[src/rtl/lat_stat_pkg.sv]
// Shared defaults and the per-channel latency statistics record.
// Record fields are sized by the package defaults; the monitor casts to its own parameters.
package lat_stat_pkg;

   localparam int unsigned LS_NUM_CH    = 4;
   localparam int unsigned LS_TS_WIDTH  = 16;
   localparam int unsigned LS_SUM_WIDTH = 32;
   localparam int unsigned LS_CNT_WIDTH = 24;
   localparam int unsigned LS_DEPTH     = 8;

   typedef struct packed {
      logic [LS_CNT_WIDTH-1:0] cnt;
      logic [LS_SUM_WIDTH-1:0] sum;
      logic [LS_TS_WIDTH-1:0]  min;
      logic [LS_TS_WIDTH-1:0]  max;
   } lat_stat_rec_t;

   // Empty-statistics value: min carries the all-ones sentinel until the first sample.
   function automatic lat_stat_rec_t stat_rec_init();
      lat_stat_rec_t r;
      r.cnt = '0;
      r.sum = '0;
      r.min = '1;
      r.max = '0;
      return r;
   endfunction

endpackage

[src/rtl/lat_stat_monitor_if.sv]
// Event and readout bundle of the latency statistics monitor.
interface lat_stat_monitor_if
   import lat_stat_pkg::*;
#(
   parameter int unsigned NUM_CH    = LS_NUM_CH,
   parameter int unsigned TS_WIDTH  = LS_TS_WIDTH,
   parameter int unsigned SUM_WIDTH = LS_SUM_WIDTH,
   parameter int unsigned CNT_WIDTH = LS_CNT_WIDTH,
   parameter int unsigned DEPTH     = LS_DEPTH
) ();

   localparam int unsigned CH_W  = (NUM_CH > 1) ? $clog2(NUM_CH) : 1;
   localparam int unsigned OUT_W = $clog2(DEPTH) + 1;

   logic                 en;
   logic                 clr;
   logic [NUM_CH-1:0]    req_fire;
   logic [NUM_CH-1:0]    rsp_fire;
   logic [CH_W-1:0]      rd_ch;
   logic [CNT_WIDTH-1:0] rd_cnt;
   logic [TS_WIDTH-1:0]  rd_min;
   logic [TS_WIDTH-1:0]  rd_max;
   logic [SUM_WIDTH-1:0] rd_sum;
   logic [OUT_W-1:0]     rd_outst;
   logic [NUM_CH-1:0]    err_ovf;
   logic [NUM_CH-1:0]    err_unf;

   modport master (
      output en, clr, req_fire, rsp_fire, rd_ch,
      input  rd_cnt, rd_min, rd_max, rd_sum, rd_outst, err_ovf, err_unf
   );

   modport slave (
      input  en, clr, req_fire, rsp_fire, rd_ch,
      output rd_cnt, rd_min, rd_max, rd_sum, rd_outst, err_ovf, err_unf
   );

endinterface

[src/rtl/lat_ts_fifo.sv]
// Timestamp FIFO for one channel; head_c is the combinational view of the oldest entry.
// A push on a full FIFO is accepted only when a pop happens in the same cycle.
module lat_ts_fifo #(
   parameter int unsigned DEPTH = 8,
   parameter int unsigned WIDTH = 16
) (
   input  logic                   clk,
   input  logic                   rst_n,
   input  logic                   clr,
   input  logic                   push,
   input  logic                   pop,
   input  logic [WIDTH-1:0]       din,
   output logic [WIDTH-1:0]       head_c,
   output logic                   full,
   output logic                   empty,
   output logic [$clog2(DEPTH):0] count
);

   localparam int unsigned AW = $clog2(DEPTH);
   localparam int unsigned CW = AW + 1;

   logic [WIDTH-1:0] mem [DEPTH];
   logic [AW-1:0]    wr_ptr_q;
   logic [AW-1:0]    rd_ptr_q;
   logic [CW-1:0]    count_q;
   logic [CW-1:0]    count_d;
   logic             full_q;
   logic             empty_q;
   logic             do_push;
   logic             do_pop;

   always_comb begin
      do_pop  = pop & ~empty_q;
      do_push = push & (~full_q | do_pop);
      count_d = count_q + CW'(do_push) - CW'(do_pop);
   end

   // Pointers and registered occupancy flags.
   always_ff @(posedge clk or negedge rst_n) begin
      if (!rst_n) begin
         wr_ptr_q <= '0;
         rd_ptr_q <= '0;
         count_q  <= '0;
         full_q   <= 1'b0;
         empty_q  <= 1'b1;
      end else if (clr) begin
         wr_ptr_q <= '0;
         rd_ptr_q <= '0;
         count_q  <= '0;
         full_q   <= 1'b0;
         empty_q  <= 1'b1;
      end else begin
         if (do_push) wr_ptr_q <= wr_ptr_q + AW'(1);
         if (do_pop)  rd_ptr_q <= rd_ptr_q + AW'(1);
         count_q <= count_d;
         full_q  <= (count_d == CW'(DEPTH));
         empty_q <= (count_d == '0);
      end
   end

   always_ff @(posedge clk) begin
      if (do_push && !clr) mem[wr_ptr_q] <= din;
   end

   assign head_c = mem[rd_ptr_q];
   assign full   = full_q;
   assign empty  = empty_q;
   assign count  = count_q;

endmodule

[src/rtl/lat_stat_monitor.sv]
// Per-channel request/response latency monitor: timestamps requests, measures
// latency on responses, and keeps count/sum/min/max with a registered readout port.
module lat_stat_monitor
   import lat_stat_pkg::*;
#(
   parameter int unsigned NUM_CH    = LS_NUM_CH,
   parameter int unsigned TS_WIDTH  = LS_TS_WIDTH,
   parameter int unsigned SUM_WIDTH = LS_SUM_WIDTH,
   parameter int unsigned CNT_WIDTH = LS_CNT_WIDTH,
   parameter int unsigned DEPTH     = LS_DEPTH
) (
   input logic               clk,
   input logic               rst_n,
   lat_stat_monitor_if.slave bus
);

   localparam int unsigned CH_W  = (NUM_CH > 1) ? $clog2(NUM_CH) : 1;
   localparam int unsigned OUT_W = $clog2(DEPTH) + 1;

   logic [TS_WIDTH-1:0]  tick_q;
   logic                 live;
   logic [NUM_CH-1:0]    push;
   logic [NUM_CH-1:0]    pop;
   logic [NUM_CH-1:0]    ovf_evt;
   logic [NUM_CH-1:0]    unf_evt;
   logic [NUM_CH-1:0]    full;
   logic [NUM_CH-1:0]    empty;
   logic [TS_WIDTH-1:0]  head [NUM_CH];
   logic [OUT_W-1:0]     ch_count [NUM_CH];
   logic [TS_WIDTH-1:0]  lat [NUM_CH];
   logic [SUM_WIDTH:0]   sum_ext [NUM_CH];
   lat_stat_rec_t        stat_q [NUM_CH];
   lat_stat_rec_t        stat_d [NUM_CH];
   logic [NUM_CH-1:0]    err_ovf_q;
   logic [NUM_CH-1:0]    err_unf_q;
   lat_stat_rec_t        rd_sel;
   logic [OUT_W-1:0]     outst_sel;
   logic [CNT_WIDTH-1:0] rd_cnt_q;
   logic [TS_WIDTH-1:0]  rd_min_q;
   logic [TS_WIDTH-1:0]  rd_max_q;
   logic [SUM_WIDTH-1:0] rd_sum_q;
   logic [OUT_W-1:0]     rd_outst_q;

   // Free-running timestamp; frozen while disabled.
   always_ff @(posedge clk or negedge rst_n) begin
      if (!rst_n)       tick_q <= '0;
      else if (bus.clr) tick_q <= '0;
      else if (bus.en)  tick_q <= tick_q + TS_WIDTH'(1);
   end

   // Event qualification; clr swallows every event of its cycle.
   always_comb begin
      live    = bus.en & ~bus.clr;
      pop     = bus.rsp_fire & ~empty & {NUM_CH{live}};
      unf_evt = bus.rsp_fire & empty & {NUM_CH{live}};
      push    = bus.req_fire & (~full | pop) & {NUM_CH{live}};
      ovf_evt = bus.req_fire & full & ~pop & {NUM_CH{live}};
   end

   for (genvar i = 0; i < NUM_CH; i++) begin : g_ch
      lat_ts_fifo #(
         .DEPTH (DEPTH),
         .WIDTH (TS_WIDTH)
      ) u_fifo (
         .clk    (clk),
         .rst_n  (rst_n),
         .clr    (bus.clr),
         .push   (push[i]),
         .pop    (pop[i]),
         .din    (tick_q),
         .head_c (head[i]),
         .full   (full[i]),
         .empty  (empty[i]),
         .count  (ch_count[i])
      );
   end

   // Statistics update on a valid pop; count and sum saturate.
   always_comb begin
      for (int i = 0; i < NUM_CH; i++) begin
         stat_d[i]  = stat_q[i];
         lat[i]     = tick_q - head[i];
         sum_ext[i] = {1'b0, SUM_WIDTH'(stat_q[i].sum)} + (SUM_WIDTH+1)'(lat[i]);
         if (pop[i]) begin
            if (CNT_WIDTH'(stat_q[i].cnt) != {CNT_WIDTH{1'b1}})
               stat_d[i].cnt = LS_CNT_WIDTH'(CNT_WIDTH'(stat_q[i].cnt) + CNT_WIDTH'(1));
            stat_d[i].sum = sum_ext[i][SUM_WIDTH] ? LS_SUM_WIDTH'({SUM_WIDTH{1'b1}})
                                                  : LS_SUM_WIDTH'(sum_ext[i][SUM_WIDTH-1:0]);
            if (lat[i] < TS_WIDTH'(stat_q[i].min)) stat_d[i].min = LS_TS_WIDTH'(lat[i]);
            if (lat[i] > TS_WIDTH'(stat_q[i].max)) stat_d[i].max = LS_TS_WIDTH'(lat[i]);
         end
      end
   end

   always_ff @(posedge clk or negedge rst_n) begin
      if (!rst_n) begin
         for (int i = 0; i < NUM_CH; i++) stat_q[i] <= stat_rec_init();
         err_ovf_q <= '0;
         err_unf_q <= '0;
      end else if (bus.clr) begin
         for (int i = 0; i < NUM_CH; i++) stat_q[i] <= stat_rec_init();
         err_ovf_q <= '0;
         err_unf_q <= '0;
      end else begin
         for (int i = 0; i < NUM_CH; i++) stat_q[i] <= stat_d[i];
         err_ovf_q <= err_ovf_q | ovf_evt;
         err_unf_q <= err_unf_q | unf_evt;
      end
   end

   // Readout select; an out-of-range channel reads as empty statistics.
   always_comb begin
      rd_sel    = stat_rec_init();
      outst_sel = '0;
      for (int i = 0; i < NUM_CH; i++) begin
         if (bus.rd_ch == CH_W'(i)) begin
            rd_sel    = stat_q[i];
            outst_sel = ch_count[i];
         end
      end
   end

   // Readout registers follow clr one edge later, so they are reset-only.
   always_ff @(posedge clk or negedge rst_n) begin
      if (!rst_n) begin
         rd_cnt_q   <= '0;
         rd_min_q   <= '0;
         rd_max_q   <= '0;
         rd_sum_q   <= '0;
         rd_outst_q <= '0;
      end else begin
         rd_cnt_q   <= CNT_WIDTH'(rd_sel.cnt);
         rd_min_q   <= TS_WIDTH'(rd_sel.min);
         rd_max_q   <= TS_WIDTH'(rd_sel.max);
         rd_sum_q   <= SUM_WIDTH'(rd_sel.sum);
         rd_outst_q <= outst_sel;
      end
   end

   assign bus.rd_cnt   = rd_cnt_q;
   assign bus.rd_min   = rd_min_q;
   assign bus.rd_max   = rd_max_q;
   assign bus.rd_sum   = rd_sum_q;
   assign bus.rd_outst = rd_outst_q;
   assign bus.err_ovf  = err_ovf_q;
   assign bus.err_unf  = err_unf_q;

endmodule

[src/flat_wrapper.sv]
// flat-port wrapper written by rule: the top's interface ports become plain ports
module lat_stat_monitor_flat import lat_stat_pkg::*;
#(
   parameter int unsigned NUM_CH    = LS_NUM_CH,
   parameter int unsigned TS_WIDTH  = LS_TS_WIDTH,
   parameter int unsigned SUM_WIDTH = LS_SUM_WIDTH,
   parameter int unsigned CNT_WIDTH = LS_CNT_WIDTH,
   parameter int unsigned DEPTH     = LS_DEPTH
)
  (clk, rst_n, bus_en, bus_clr, bus_req_fire, bus_rsp_fire, bus_rd_ch, bus_rd_cnt, bus_rd_min, bus_rd_max, bus_rd_sum, bus_rd_outst, bus_err_ovf, bus_err_unf);
  lat_stat_monitor_if #(.NUM_CH(NUM_CH), .TS_WIDTH(TS_WIDTH), .SUM_WIDTH(SUM_WIDTH), .CNT_WIDTH(CNT_WIDTH), .DEPTH(DEPTH)) bus_i ();
  input logic clk;
  input logic rst_n;
  input wire logic [$bits(bus_i.en)-1:0] bus_en;
  input wire logic [$bits(bus_i.clr)-1:0] bus_clr;
  input wire logic [$bits(bus_i.req_fire)-1:0] bus_req_fire;
  input wire logic [$bits(bus_i.rsp_fire)-1:0] bus_rsp_fire;
  input wire logic [$bits(bus_i.rd_ch)-1:0] bus_rd_ch;
  output wire logic [$bits(bus_i.rd_cnt)-1:0] bus_rd_cnt;
  output wire logic [$bits(bus_i.rd_min)-1:0] bus_rd_min;
  output wire logic [$bits(bus_i.rd_max)-1:0] bus_rd_max;
  output wire logic [$bits(bus_i.rd_sum)-1:0] bus_rd_sum;
  output wire logic [$bits(bus_i.rd_outst)-1:0] bus_rd_outst;
  output wire logic [$bits(bus_i.err_ovf)-1:0] bus_err_ovf;
  output wire logic [$bits(bus_i.err_unf)-1:0] bus_err_unf;
  assign bus_i.en = bus_en;
  assign bus_i.clr = bus_clr;
  assign bus_i.req_fire = bus_req_fire;
  assign bus_i.rsp_fire = bus_rsp_fire;
  assign bus_i.rd_ch = bus_rd_ch;
  assign bus_rd_cnt = bus_i.rd_cnt;
  assign bus_rd_min = bus_i.rd_min;
  assign bus_rd_max = bus_i.rd_max;
  assign bus_rd_sum = bus_i.rd_sum;
  assign bus_rd_outst = bus_i.rd_outst;
  assign bus_err_ovf = bus_i.err_ovf;
  assign bus_err_unf = bus_i.err_unf;
  lat_stat_monitor #(.NUM_CH(NUM_CH), .TS_WIDTH(TS_WIDTH), .SUM_WIDTH(SUM_WIDTH), .CNT_WIDTH(CNT_WIDTH), .DEPTH(DEPTH)) u_core (.clk(clk), .rst_n(rst_n), .bus(bus_i));
endmodule
[config.mk]
export PLATFORM = sky130hd
export DESIGN_NAME = lat_stat_monitor_flat
export DESIGN_NICKNAME = d
export VERILOG_FILES = /design/src/rtl/lat_stat_pkg.sv /design/src/rtl/lat_stat_monitor_if.sv /design/src/rtl/lat_ts_fifo.sv /design/src/rtl/lat_stat_monitor.sv /design/src/flat_wrapper.sv
export SDC_FILE = /design/constraint.sdc
export NUM_CORES = 2
export LEC_CHECK = 0
export CAP_MARGIN = 10
export CORE_ASPECT_RATIO = 0.5
export CORE_UTILIZATION = 57
export CTS_CLUSTER_SIZE = 30
export DETAILED_ROUTE_END_ITERATION = 8
export PLACE_DENSITY = 0.88
export SETUP_SLACK_MARGIN = 0.05
export SLEW_MARGIN = 20
export SYNTH_ARGS = -nofsm -noshare
export SYNTH_HDL_FRONTEND = slang
export SYNTH_SLANG_ARGS = --single-unit
[constraint.sdc]
create_clock -name clk -period 5.9 [get_ports clk]
set_clock_uncertainty 0.05 [all_clocks]
set_input_delay 1.18 -clock clk [delete_from_list [all_inputs] [get_ports clk]]
set_output_delay 1.18 -clock clk [all_outputs]
set_load 0.01 [all_outputs]
Word level (Yosys, flattened, before mapping)

Memories as Yosys holds them, arrays and structs flattened.
Cells that the tools add are included.

Logic and storage cells: 249
Flip-flop bits (word level): 516
RAM bits: 512
Output and inout port bits: 100
Memories kept: 4
Bits of input ports: 14

Eq/ne operators: 11
Reductions and logical operators: 47
Bitwise gates (word level): 37
Add/sub/neg operators: 29
Multiplexer cells: 69
Magnitude comparators: 8

Memory list:

| memory                    | words | bits a word | read ports | clocked after memory_dff | wr ports | RTL line          | source |
|---|---|---|---|---|---|---|---|
| u_core.g_ch[0].u_fifo.mem | 8     | 16          | 1          | 0                        | 1        | lat_ts_fifo.sv:22 | `logic [WIDTH-1:0] mem [DEPTH];` |
| u_core.g_ch[1].u_fifo.mem | 8     | 16          | 1          | 0                        | 1        | lat_ts_fifo.sv:22 |  |
| u_core.g_ch[2].u_fifo.mem | 8     | 16          | 1          | 0                        | 1        | lat_ts_fifo.sv:22 |  |
| u_core.g_ch[3].u_fifo.mem | 8     | 16          | 1          | 0                        | 1        | lat_ts_fifo.sv:22 |  |

Operator list:

| kind                                          | number |
|---|---|
| 2-to-1 mux 88 bit                             | 8 |
| 2-to-1 mux 352 bit                            | 1 |
| 2-to-1 mux 16 bit                             | 10 |
| adder 32 x 16 -> 33 bit                       | 4 |
| 2-to-1 mux 32 bit                             | 4 |
| adder 24 x 1 -> 24 bit, second input constant | 4 |
| 2-to-1 mux 24 bit                             | 4 |
| inequality test 24 bit, second input constant | 4 |
| greater-than comparator 16 bit                | 4 |
| less-than comparator 16 bit                   | 4 |
| subtractor 16 bit                             | 4 |
| nonzero test 2 bit                            | 25 |
| 2-to-1 mux 3 bit                              | 16 |
| 2-to-1 mux 4 bit                              | 10 |
| bitwise AND 4 bit                             | 9 |
| adder 3 x 1 -> 3 bit, second input constant   | 8 |
| AND reduction 2 bit                           | 12 |
| adder 16 x 1 -> 16 bit, second input constant | 1 |
| adder 4 x 1 -> 4 bit                          | 4 |
| == test 4 bit, second input constant          | 4 |
| logical NOT 4 bit                             | 4 |
| 2-to-1 mux 1 bit                              | 16 |
| subtractor 4 x 1 -> 4 bit                     | 4 |
| inverter 4 bit                                | 3 |
| other kinds (9)                               | 34 |

Logic depth before layout (Yosys ltp)

Depth after elaboration: 11
Gate-level depth with buffers: 27
Depth with buffers taken out: 22

Hierarchy

From an unflattened synthesis, not the netlist that was laid out.

Cell total of the unflattened synthesis: 4155
Area, all modules: 52969.6 um^2

By module, submodules not included:

| module                                  | area an instance (um^2) | seq. area each (um^2) | cells each | instances |
|---|---|---|---|---|
| lat_stat_monitor                        | 30615.6                 | 11791.3               | 3143       | 1 |
| lat_ts_fifo (u_core.g_ch[2].u_fifo ...) | 5589.1                  | 4145.2                | 253        | 2 |
| lat_ts_fifo (u_core.g_ch[0].u_fifo ...) | 5587.9                  | 4145.2                | 253        | 2 |

Worst setup path before layout

OpenSTA, ideal clock, no wires.

Path kind: flip-flop to flip-flop
From: register u_core.g_ch[0].u_fifo.rd_ptr_q[0]
To: register u_core.stat_q[272] (netlist name)
Path buffers: 4
Required time: 5.771 ns
Arrival time: 5.698 ns
Stages on the path, launching flop included: 23
Slack: 0.072 ns
Clock period less this slack: 5.828 ns
Library setup time: 0.079 ns
Cells stage by stage: dfrtp_1 -> clkbuf_1 -> buf_1 -> mux4_2 -> mux2i_1 -> ha_1 -> a2111o_1 -> a31oi_1 -> o31ai_1 -> o41a_1 -> a21o_1 -> a21oi_1 -> xor2_1 -> inv_1 -> ha_1 -> and3_1 -> nand4_1 -> a211oi_1 -> nor3_1 -> nor3_1 -> buf_1 -> buf_2 -> mux2i_1

Longest elaborated chain between the ends: 5
Elaborated cells on any way between the ends: 8
Those cells by class: 1 x add/sub; 1 x order compare; 3 x mux; 2 x reduce/logical; 1 x memory

RTL lines:

| what                                                                | RTL line               | source |
|---|---|---|
| from (decl)                                                         | lat_ts_fifo.sv:24      | `logic [AW-1:0] rd_ptr_q;` |
| from (signal assigned)                                              | lat_ts_fifo.sv:54      | `if (do_pop) rd_ptr_q <= rd_ptr_q + AW'(1);` |
| memory read (8 x 16 bit) *                                          | -                      |  |
| subtractor 16 bit *                                                 | lat_stat_monitor.sv:82 | `lat[i] = tick_q - head[i];` |
| greater-than comparator 16 bit or 2-to-1 mux 16 bit (tied branches) | lat_stat_monitor.sv:90 | `if (lat[i] > TS_WIDTH'(stat_q[i].max)) stat_d[i].max = LS_TS_WIDTH'(lat[i]);` |
| nonzero test 2 bit (no line) or 2-to-1 mux 88 bit (tied branches)   | -                      |  |
| AND reduction 2 bit (no line) or 2-to-1 mux 352 bit (tied branches) | -                      |  |

Every way passes the cells marked *; elsewhere a longest branch is shown, timed or not. The select of a mux whose other input is x is not followed.
A chain may end at the register's enable or synchronous reset.

Final worst setup path

From: register u_core.g_ch[1].u_fifo.rd_ptr_q[0]
To: register u_core.stat_q[227] (netlist name)

Longest elaborated chain between the ends: 6

RTL lines:

| what                     | RTL line                | source |
|---|---|---|
| from (decl)              | lat_ts_fifo.sv:24       |  |
| from (signal assigned)   | lat_ts_fifo.sv:54       |  |
| memory read (8 x 16 bit) | -                       |  |
| subtractor 16 bit        | lat_stat_monitor.sv:82  |  |
| adder 32 x 16 -> 33 bit  | lat_stat_monitor.sv:83  | `sum_ext[i] = {1'b0, SUM_WIDTH'(stat_q[i].sum)} + (SUM_WIDTH+1)'(lat[i]);` |
| 2-to-1 mux 32 bit        | lat_stat_monitor.sv:87  | `stat_d[i].sum = sum_ext[i][SUM_WIDTH] ? LS_SUM_WIDTH'({SUM_WIDTH{1'b1}})` |
| 2-to-1 mux 88 bit        | lat_stat_monitor.sv:84  | `if (pop[i]) begin` |
| 2-to-1 mux 352 bit       | lat_stat_monitor.sv:100 | `end else if (bus.clr) begin` |

No other way between the ends. The select of a mux whose other input is x is not followed.

==> results.cfg <==
[place]
gp_congestion = 0.992
pre_cts_ws_ns = -0.0381
dpl.hpwl_mm = 100
dp_cells = 5451
portBuffers = 113

[worst_setup_path]
crit_type = flop to flop
r2r_cells = 21
cp_max_fo = 7
rrSetupSlack_ns = 0.05
end_kind = flop
cp.required_ns = 6.46
crit_start = u_core.g_ch[1].u_fifo.rd_ptr_q[0]
r2r-start = u_core.g_ch[1].u_fifo.rd_ptr_q[0]
cp-start-kind = flop
crit_arrival_ns = 6.41
crit-reg2reg-capture = u_core.stat_q[227]

[clock_network]
htree_num_levels = 3
cts.root.buffer_cell = clkbuf_16
clk_pin_slew_worst_paths_ns = 0.07
cts.sinks = 1028
clock_latency_ns = 0.74
clk_path_buf_depth = 3
cts_buffers = 92
cts_tree = built

[synthesis]
synthesis.nets = 4474
synth_cell_types = 96
async_flop_share = 0.502
synth_area_um2 = 52200
yosysSeqAreaShare = 0.544
yosys_most_used_dff = edfxtp_1
yosys-top-cells-area = edfxtp_1 29%, dfrtp_1 21%, mux4_2 9.5%
avgSynthCellArea_um2 = 12.5
yosysWarnings = 0
synth_edf_count = 512
yosys.area.top_type = edfxtp_1
yosys.area.top_type_share = 0.295
synth-seq-cells = 1028
synthCells = 4163

[timing]
max_slew_margin = 0.286
slew_violations = 0
min_period_ns = 5.85
tightest_slew_ns = 1.07
setup_slack_ns = 0.0519
period_share = 0.991
finalSetupTns_ns = 0
timing.fmax_ghz = 0.171
hold_viol = 0
finalSetupViolCount = 0

[min_path]
min_path_cells = 2
holdPathEnd = u_core.bus.err_unf[3]
hold_path_startpoint = u_core.bus.err_unf[3]
hold_class = flop to flop

[pwr]
power_density_nw_per_um2 = 309
leakage_nw = 23.9
p_switching_w = 0.00549
switching_share = 0.301
ir_worst_vdd_mv = 0.249
p_comb_frac = 0.212
total_power_w = 0.0183
internal_power_w = 0.0128
power_frac_clock = 0.339
seq_power_share = 0.449

[layout]
final_core_util = 0.651
stdcell_count = 5645
final_common_cell = edfxtp_1
nets = 4681
final_cell_mix = 512 x edfxtp_1, 442 x dfrtp_1, 336 x nor2_1
syn_to_final_growth_pct = 13.2
drive_gt1_frac = 0.168

[floorplanning]
die_area_um2 = 92800
core_region_area_um2 = 90700
start_util = 0.575
io_pins = 114
num_rows = 78
die_height_um = 216
die_w_um = 430

[route]
ant_nets = 0
dr.pass1.iters = 8
wirelength_mm = 156
drt_iter0_drc = 5675
routedWlPerCell_um = 27.7
routed_via_density = 6.81
vias = 38400
drc = 4

[global_routing]
grt_max_degree = 111
antenna_found_initial = 3
grt_pass1_vias = 37500
grt_pass1_wl_mm = 230
grt_usage = 0.329
gr-total-overflow = 0

[status]
status = finished, violations left
violations = DRC

[job]
maxCapViolCount = 0
[cell families after synthesis]
logic type,count (synthesis),share of synthesized area
xor+xnor,213,0.0358
fa+ha+maj,297,0.0730
compound gates,725,0.0891
buf+inv,414,0.0303
flops,1028,0.544
mux,377,0.126
simple gates,1109,0.102
[what timing repair did]
| item | 4_1_cts | 5_1_grt |
|---|---|---|
| hold buffers | 0 | 0 |
| pin swaps | 0 | 8 |
| buffers inserted | 3 | 20 |
| resized for setup | 11 | 78 |
| endpoints found under the setup margin | 83 | 185 |
| cloned | 0 | 2 |
[per-layer routing]
layer	routed length, um	GRT usage
met1	56200	0.438
met2	70600	0.509
met5	41	0
met3	19200	0.0720
met4	10300	0.175
[Yosys cell counts, types with 14 or more instances]
| master | number |
|---|---|
| clkbuf_1 | 120 |
| and2_1 | 21 |
| dfrtp_1 | 448 |
| dfstp_2 | 68 |
| edfxtp_1 | 512 |
| mux2i_1 | 142 |
| a211oi_1 | 24 |
| a21o_1 | 71 |
| a311oi_1 | 20 |
| xor2_1 | 107 |
| or2_2 | 14 |
| nor3_1 | 100 |
| nor2_1 | 340 |
| nor2b_1 | 33 |
| nand3_1 | 98 |
| buf_1 | 34 |
| inv_1 | 244 |
| mux2_2 | 15 |
| xnor2_1 | 106 |
| a21oi_1 | 213 |
| or3_1 | 28 |
| o21ai_0 | 181 |
| nand2_1 | 271 |
| nand4_1 | 51 |
| o21bai_1 | 15 |
| o211ai_1 | 28 |
| a31oi_1 | 44 |
| and3_1 | 52 |
| mux4_2 | 220 |
| nand2b_1 | 37 |
| ha_1 | 285 |
[how the worst max path moves through the flow]
stage                    endpoint  slack, ns  cells after the start
6_report       u_core.stat_q[227]       0.05                     21
3_5_place_dp   u_core.stat_q[227]      -0.04                     22
3_3_place_gp   u_core.stat_q[317]       0.20                     21
4_1_cts        u_core.stat_q[227]       0.04                     22
5_1_grt        u_core.stat_q[227]      -0.09                     21
2_1_floorplan  u_core.stat_q[272]       0.07                     22
[power groups by stage]
stage	clock network [W]	registers, W	logic (W)
after floorplan	0	0.00819	0.00242
after global placement	0	0.00830	0.00341
after detailed placement	0	0.00832	0.00359
after CTS	0.00616	0.00818	0.00366
after global routing	0.00645	0.00820	0.00418
final	0.00618	0.00819	0.00388
[area by class of cell]
cell class	instances	area (um2)
fill	5986	31600
timing repair buffer	282	2590
sequential	1028	28400
clock inverter	48	504
inverter	245	922
antenna	1	2.50
tap	1200	1500
clock buffer	120	2510
multi-input combinational	2721	22600
[worst max-delay path, stage by stage (launching register included)]
cell and delay, ns:
dfrtp_4 0.51, clkbuf_4 0.24, buf_4 0.13, mux4_2 0.56, mux2i_2 0.25, ha_1 0.31, a21o_1 0.21, nor3_1 0.21
a21oi_1 0.20, a21o_1 0.22, a21oi_1 0.24, xor2_1 0.37, inv_2 0.15, ha_2 0.43, and3_1 0.24, nand4_1 0.22
a21o_1 0.23, and2_2 0.22, nor2_2 0.18, buf_4 0.18, and4b_1 0.20, nor3_1 0.17
[through the flow]
step | cell area (um2) | hold WS, ns
finish | 59100 | 0.446
global route | 59000 | 0.480
CTS | 58500 | 0.447
detailed placement | 55400 | 0.433
global placement | 55400 | 0.431
floorplan | 52200 | 0.413
[registers in the layout, indices dropped and copies added (netlist names)]
name,cells
u_core.bus.err_ovf,4
u_core.bus.err_unf,4
u_core.bus.rd_cnt,24
u_core.bus.rd_max,16
u_core.bus.rd_min,16
u_core.bus.rd_outst,4
u_core.bus.rd_sum,32
u_core.g_ch.u_fifo.count,16
u_core.g_ch.u_fifo.empty,4
u_core.g_ch.u_fifo.full,4
u_core.g_ch.u_fifo.mem,512
u_core.g_ch.u_fifo.rd_ptr_q,12
u_core.g_ch.u_fifo.wr_ptr_q,12
u_core.stat_q,352
u_core.tick_q,16
No activity file was read; power rests on OpenSTA's default activity.
